File: config.mk
export PLATFORM = sky130hd
export DESIGN_NAME = spi_framebuffer_writer
export DESIGN_NICKNAME = d
export VERILOG_FILES = /design/src/rtl/ili9341_pkg.sv /design/src/rtl/byte_fifo.sv /design/src/rtl/spi_framebuffer_writer.sv
export SDC_FILE = /design/constraint.sdc
export NUM_CORES = 1
export LEC_CHECK = 0
export BUFFER_PORTS_ARGS = -buffer_cell sky130_fd_sc_hd__buf_2
export CORE_ASPECT_RATIO = 1.75
export CORE_MARGIN = 10
export CORE_UTILIZATION = 50
export CTS_CLUSTER_DIAMETER = 50
export DETAILED_ROUTE_END_ITERATION = 10
export HOLD_SLACK_MARGIN = 0.12
export PLACE_DENSITY_LB_ADDON = 0.15
export SYNTH_ARGS = -nofsm -noshare
export SYNTH_HDL_FRONTEND = slang
export SYNTH_SLANG_ARGS = --single-unit
File: constraint.sdc
create_clock -name clk -period 2.2 [get_ports clk]
set_clock_uncertainty 0.1 [all_clocks]
set_input_delay 0.22 -clock clk [delete_from_list [all_inputs] [get_ports clk]]
set_output_delay 0.22 -clock clk [all_outputs]
set_load 0.1 [all_outputs]
File: src/rtl/ili9341_pkg.sv
// Shared definitions for the ILI9341 frame-buffer write and scan-out paths.
package ili9341_pkg;

    // Frame-buffer write FSM encoding.
    typedef enum logic [0:0] {
        W_IDLE = 1'b0,
        W_REQ  = 1'b1
    } wr_state_e;

    // 240 x 240 pixels at one byte each.
    localparam int unsigned FRAME_BYTES_DEFAULT = 57600;

    // Next frame-buffer address, wrapping after the last byte of a frame.
    function automatic logic [31:0] next_frame_addr(input logic [31:0] addr,
                                                    input logic [31:0] frame_bytes);
        if (addr == frame_bytes - 32'd1) begin
            return 32'd0;
        end
        return addr + 32'd1;
    endfunction

endpackage

File: src/rtl/byte_fifo.sv
// Small synchronous FIFO with a registered occupancy count.
module byte_fifo #(
    parameter int unsigned DEPTH = 4,
    parameter int unsigned WIDTH = 8,
    localparam int unsigned CNT_W = $clog2(DEPTH + 1)
) (
    input  logic             clk,
    input  logic             reset,
    input  logic             push,
    input  logic [WIDTH-1:0] push_data,
    input  logic             pop,
    output logic [WIDTH-1:0] head,
    output logic             full,
    output logic             empty,
    output logic [CNT_W-1:0] count
);

    localparam int unsigned PTR_W = $clog2(DEPTH);

    logic [WIDTH-1:0] mem [DEPTH];
    logic [PTR_W-1:0] wr_ptr_q;
    logic [PTR_W-1:0] rd_ptr_q;
    logic [CNT_W-1:0] count_q;
    logic             push_ok;
    logic             pop_ok;

    // A push into a full FIFO is dropped; the caller flags it.
    assign push_ok = push && !full;
    assign pop_ok  = pop && !empty;

    assign full  = (count_q == CNT_W'(DEPTH));
    assign empty = (count_q == '0);
    assign count = count_q;
    assign head  = mem[rd_ptr_q];

    // Storage array; contents are don't-care until pointed at, so no reset.
    always_ff @(posedge clk) begin
        if (push_ok) begin
            mem[wr_ptr_q] <= push_data;
        end
    end

    // Pointers and count; DEPTH is a power of two so pointers wrap naturally.
    always_ff @(posedge clk or negedge reset) begin
        if (!reset) begin
            wr_ptr_q <= '0;
            rd_ptr_q <= '0;
            count_q  <= '0;
        end else begin
            if (push_ok) begin
                wr_ptr_q <= wr_ptr_q + PTR_W'(1);
            end
            if (pop_ok) begin
                rd_ptr_q <= rd_ptr_q + PTR_W'(1);
            end
            case ({push_ok, pop_ok})
                2'b10:   count_q <= count_q + CNT_W'(1);
                2'b01:   count_q <= count_q - CNT_W'(1);
                default: count_q <= count_q;
            endcase
        end
    end

endmodule

File: src/rtl/spi_framebuffer_writer.sv
// Two-wire SPI receiver feeding sequential byte writes into the frame-buffer SRAM.
module spi_framebuffer_writer
    import ili9341_pkg::*;
#(
    parameter int unsigned CLOCKS_IDLE_TIMEOUT = 1200,
    parameter int unsigned FRAME_BYTES         = FRAME_BYTES_DEFAULT,
    parameter int unsigned ADDR_WIDTH          = 16,
    parameter int unsigned FIFO_DEPTH          = 4
) (
    input  logic                  clk,
    input  logic                  reset,
    input  logic                  spi_sck,
    input  logic                  spi_sda,
    output logic                  spi_ready,
    output logic [ADDR_WIDTH-1:0] wr_addr,
    output logic [7:0]            wr_data,
    output logic                  wr_req,
    input  logic                  wr_ack,
    output logic                  frame_done,
    output logic                  overflow
);

    localparam int unsigned CNT_W = $clog2(FIFO_DEPTH + 1);
    localparam int unsigned TMR_W = $clog2(CLOCKS_IDLE_TIMEOUT + 1);
    localparam logic [ADDR_WIDTH-1:0] LAST_ADDR = ADDR_WIDTH'(FRAME_BYTES - 1);

    // Synchroniser and edge-detect state
    logic sck_meta_q, sck_sync_q, sck_prev_q;
    logic sda_meta_q, sda_sync_q;
    logic sck_rise;

    // Shifter state
    logic [6:0] shift_q;
    logic [2:0] bit_cnt_q;
    logic       push_q;
    logic [7:0] push_byte_q;

    // Idle timer
    logic [TMR_W-1:0] idle_cnt_q;
    logic             idle_hit;

    // FIFO interface
    logic [7:0]       fifo_head;
    logic             fifo_full;
    logic             fifo_empty;
    logic [CNT_W-1:0] fifo_count;
    logic             fifo_pop;

    // Write FSM
    wr_state_e             state_q, state_d;
    logic [ADDR_WIDTH-1:0] addr_q, addr_d;
    logic [7:0]            data_q, data_d;
    logic                  resync_q, resync_d;

    logic spi_ready_q;
    logic overflow_q;

    // Two-stage synchronisers plus the previous-sck register for edge detection.
    always_ff @(posedge clk or negedge reset) begin
        if (!reset) begin
            sck_meta_q <= 1'b0;
            sck_sync_q <= 1'b0;
            sck_prev_q <= 1'b0;
            sda_meta_q <= 1'b0;
            sda_sync_q <= 1'b0;
        end else begin
            sck_meta_q <= spi_sck;
            sck_sync_q <= sck_meta_q;
            sck_prev_q <= sck_sync_q;
            sda_meta_q <= spi_sda;
            sda_sync_q <= sda_meta_q;
        end
    end

    assign sck_rise = sck_sync_q && !sck_prev_q;

    // Saturating idle timer; fires once on the cycle it reaches the timeout.
    always_ff @(posedge clk or negedge reset) begin
        if (!reset) begin
            idle_cnt_q <= '0;
        end else if (sck_rise) begin
            idle_cnt_q <= '0;
        end else if (idle_cnt_q != TMR_W'(CLOCKS_IDLE_TIMEOUT)) begin
            idle_cnt_q <= idle_cnt_q + TMR_W'(1);
        end
    end

    assign idle_hit = !sck_rise && (idle_cnt_q == TMR_W'(CLOCKS_IDLE_TIMEOUT - 1));

    // MSB-first shifter; a completed byte is staged one cycle before the FIFO push.
    always_ff @(posedge clk or negedge reset) begin
        if (!reset) begin
            shift_q     <= '0;
            bit_cnt_q   <= '0;
            push_q      <= 1'b0;
            push_byte_q <= '0;
        end else begin
            push_q <= 1'b0;
            if (sck_rise) begin
                shift_q <= {shift_q[5:0], sda_sync_q};
                if (bit_cnt_q == 3'd7) begin
                    push_q      <= 1'b1;
                    push_byte_q <= {shift_q, sda_sync_q};
                    bit_cnt_q   <= '0;
                end else begin
                    bit_cnt_q <= bit_cnt_q + 3'd1;
                end
            end else if (idle_hit) begin
                // Without a chip-select, a long gap means any partial byte is stale.
                bit_cnt_q <= '0;
            end
        end
    end

    byte_fifo #(
        .DEPTH (FIFO_DEPTH),
        .WIDTH (8)
    ) u_fifo (
        .clk       (clk),
        .reset     (reset),
        .push      (push_q),
        .push_data (push_byte_q),
        .pop       (fifo_pop),
        .head      (fifo_head),
        .full      (fifo_full),
        .empty     (fifo_empty),
        .count     (fifo_count)
    );

    // Flow control and sticky overflow flag.
    always_ff @(posedge clk or negedge reset) begin
        if (!reset) begin
            spi_ready_q <= 1'b1;
            overflow_q  <= 1'b0;
        end else begin
            // One entry of slack absorbs the host's reaction latency.
            spi_ready_q <= (fifo_count <= CNT_W'(FIFO_DEPTH - 2));
            if (push_q && fifo_full) begin
                overflow_q <= 1'b1;
            end
        end
    end

    // Write FSM state and datapath registers.
    always_ff @(posedge clk or negedge reset) begin
        if (!reset) begin
            state_q  <= W_IDLE;
            addr_q   <= '0;
            data_q   <= '0;
            resync_q <= 1'b0;
        end else begin
            state_q  <= state_d;
            addr_q   <= addr_d;
            data_q   <= data_d;
            resync_q <= resync_d;
        end
    end

    // Write FSM next-state, FIFO pop and frame-done pulse.
    always_comb begin
        state_d    = state_q;
        addr_d     = addr_q;
        data_d     = data_q;
        resync_d   = resync_q;
        fifo_pop   = 1'b0;
        frame_done = 1'b0;
        case (state_q)
            W_IDLE: begin
                // Resync waits for queued bytes to drain so they keep their addresses.
                if (resync_q && fifo_empty) begin
                    addr_d   = '0;
                    resync_d = 1'b0;
                end else if (!fifo_empty) begin
                    data_d  = fifo_head;
                    state_d = W_REQ;
                end
            end
            W_REQ: begin
                if (wr_ack) begin
                    fifo_pop = 1'b1;
                    state_d  = W_IDLE;
                    addr_d   = ADDR_WIDTH'(next_frame_addr(32'(addr_q), 32'(FRAME_BYTES)));
                    if (addr_q == LAST_ADDR) begin
                        frame_done = 1'b1;
                    end
                end
            end
            default: state_d = W_IDLE;
        endcase
        if (idle_hit && (addr_q != '0)) begin
            resync_d = 1'b1;
        end
    end

    assign wr_req    = (state_q == W_REQ);
    assign wr_addr   = addr_q;
    assign wr_data   = data_q;
    assign spi_ready = spi_ready_q;
    assign overflow  = overflow_q;

endmodule
==> impl_results.md <==
* Status: finished with violations
* Violated checks: negative setup slack
* Grt ovf at 0
* Setup Slack @ Placement at 0.104 ns
* R2R Path End: wr_addr[8]
* Area contributors post-synth: dfrtp_1 39%, edfxtp_1 22%, mux2_2 4.1%
* Seq/Total Area, Yosys at 61.1%
* Initial Util at 51.2%
* Hold WC Path Type: in2reg
* Wirelength per Cell at 16.5 um
* Vias in the first global route at 2966
* Mapped Cells at 348
* Drt pass-1 iters at 4
* Die area at 13200 um2
* Wirelength, routed at 8520 um
* Post-route clock period utilization at 110%
* Core Util, Final at 60.0%
* Post-synthesis mux area share at 8.34%
* Multi-input logic area at 1650 um2
* Synth Flop Type: dfrtp_1
* Main combinational cell family by area after synthesis: simple AND/OR/NAND/NOR gates
* Async set-reset flop share out of synthesis at 68.6%
* CTS root buf: clkbuf_16
* Chip height at 145 um
* Ys Warns at 0
* Area share of and/or/nand/nor cells after synthesis at 14.1%
* Final ANT Viol Nets at 0
* Via density at 5.53
* Worst vdd ir at 805 uV
* DRT iter0 DRCs at 81
* Reg2reg path depth at 4
* Post-synth top area cell: dfrtp_1
* EDFF count, synth at 32
* Core area at 8670 um2
* Pwr Density at 1290 nW/um2
* Syn Area/Cell at 12.8 um2
* Post-route DRC at 0
* N_diodes at 0
* Maximum clock frequency at 414 MHz
* Hold endpoint: wr_addr[6]
* Final Max Tran Viols at 0
* Compound-Gate Fraction of Synth Area at 7.35%
* Post-DP HPWL at 6330 um
* Crit Path Max Fanout at 3
* Placed standard-cell area at 4880 um2
* Tot GR Track Use at 13.9%
* Final Wtd Congestion at 0.840
* Net Count, Synth at 365
* Layout cells sized above 1 at 28.4%
* Net count reported at finish at 413
* Clk slew on worst S/H paths at 0.07 ns
* Max Buffers Root-to-Sink at 2
* Synth Cell Area at 4440 um2
* Worst-Margin Slew at 0.583 ns
* R2R Setup Slk at 0.15 ns
* Antenna violations before repair at 0
* Rel. slew slack at 61.1%
* Boundary pin count at 33
* Die width at 91.3 um
* DR vias at 2866
* CTS Buf Count at 9
* Largest net degree at the start of global routing at 29
* Filler cells at 746
* WS Path Type: reg2out
* Sink Count at 102
* Clock latency on the worst-skew pair at 0.34 ns
* Worst endpoint required time at 1.88 ns
* Critical Path AT at 2.09 ns
* Area delta synth->final at 17.1%
* CTS tree: done
* Final Setup Violations at 1
* Final Instance Area at 5200 um2
* Seq. cell area at 2740 um2
* Synth top area share at 38.9%
* RSZ-0062 raised after global routing: yes
* Tmin final at 2.41 ns
* Synth cell types at 53
* Crit start category: flip-flop
* Register bit total from synthesis at 102
* XOR/XNOR Fraction of Synth Area at 2.96%
* Worst Hold Depth at 3
* Final Hold Viols at 0
* Adder-cell share of the synthesized area at 3.55%
* LEAKAGE at 2.17 nW
* Hold Crit Start: wr_ack
* MaxCap Viol Count at 0
* Worst Setup End Kind: output port
* Number of cell rows at 45
* First-pass GRT wire length at 14600 um
* Final setup margin at -0.213 ns
* Buffers on Ports at 32
* H-tree Lvls at 3
* RR Startpoint: wr_addr[8]
-- final cells by class --
class	count	area share, %
multi-input cells	218	31.7
clock buffers	10	4.40
well taps	117	2.81
flip-flops and latches	102	52.7
repair buffers	50	6.59
inverters	15	1.08
clock inverters	6	0.745
-- critical path, stage by stage (launching register included) --
cell     delay (ns)
dfrtp_4        0.48
or4_4          0.54
or3_4          0.37
nor3_4         0.16
buf_12         0.20
-- per-layer routing --
metal	vias up	track usage [%]	wire (um)
met5	-	0	0
met4	0	7.71	218
met3	15	3.15	302
met2	58	25.1	4750
met1	1426	14.7	3260
li1	1367	-	-
-- layout by cell type (no fill, tap or decap), types with 5 or more instances in the layout --
master     netlist  routed
dfrtp_1         69      55
and2_1           5       5
buf_4            0      13
ha_1            11      11
xnor2_1          7       7
mux4_2           8       8
or3_1            5       5
clkbuf_16        0       9
buf_2            2      31
o31ai_1          6       6
nand2_1         40      39
mux2_2          16      16
a21oi_1          6       6
a22oi_1          9       8
xor2_1           8       8
nand3_1          7       7
inv_1           15      15
nor2_1          15      14
edfxtp_1        32      32
nand4_1          8       8
dfrtp_2          0      10
o21ai_0         14      14
-- registers in the layout (all words and copies together) (netlist names) --
name,count
u_fifo.wr_ptr_q,2
shift_q,7
push_byte_q,8
sck_meta_q,1
u_fifo.mem,32
wr_data,8
overflow,1
idle_cnt_q,11
u_fifo.count,3
resync_q,1
sck_prev_q,1
sck_sync_q,1
wr_req,1
wr_addr,16
sda_sync_q,1
spi_ready,1
u_fifo.rd_ptr_q,2
bit_cnt_q,3
sda_meta_q,1
push_q,1
-- per-stage QoR --
stage	hold slack, ns	TNS, ns	total power, W	cells
after global routing	0.191	-0.262	0.00706	518
after detailed placement	0.0282	0	0.00531	497
after floorplan	-0.176	-0.465	0.00478	348
after global placement	0.0303	0	0.00523	497
final	0.169	-0.213	0.00671	518
after CTS	0.161	-0.229	0.00677	516
-- worst max-delay path by stage --
stage                     startpoint         end  cells past startpoint
after global routing      wr_addr[8]  frame_done                      4
after CTS                 wr_addr[8]  frame_done                      4
final                     wr_addr[8]  frame_done                      4
after global placement    wr_addr[8]  frame_done                      4
after detailed placement  wr_addr[8]  frame_done                      4
after floorplan           wr_addr[8]  frame_done                      3
-- cell usage after synthesis (all sizes together), types with 8 or more instances --
library cell,n
nand2,40
clkbuf,9
ha,11
xor2,8
dfrtp,69
nand4,8
a22oi,9
mux2,16
mux4,8
inv,15
o21ai,19
nor2,15
edfxtp,32
-- cells by family after synthesis --
logic type	after synthesis
multiplexers	25
XOR/XNOR	15
buffers and inverters	28
AO/OA/AOI/OAI	50
AND/OR/NAND/NOR	116
flip-flops	102
adder cells (fa/ha/maj)	12
-- power breakdown --
group | switching [W] | internal, W
clock | 0.000668 | 0.000762
sequential | 0.000394 | 0.00238
combinational | 0.00178 | 0.000723
total | 0.00284 | 0.00387
-- repair_timing --
item,4_1_cts,5_1_grt
endpoints found under the setup margin,1,7
setup buffers,0,2
cloned,0,0
pin swaps,1,0
hold endpoints to repair,65,0
hold buffers,3,0
gates resized for setup,1,2
Note: power is estimated with default switching activity, not from simulation.
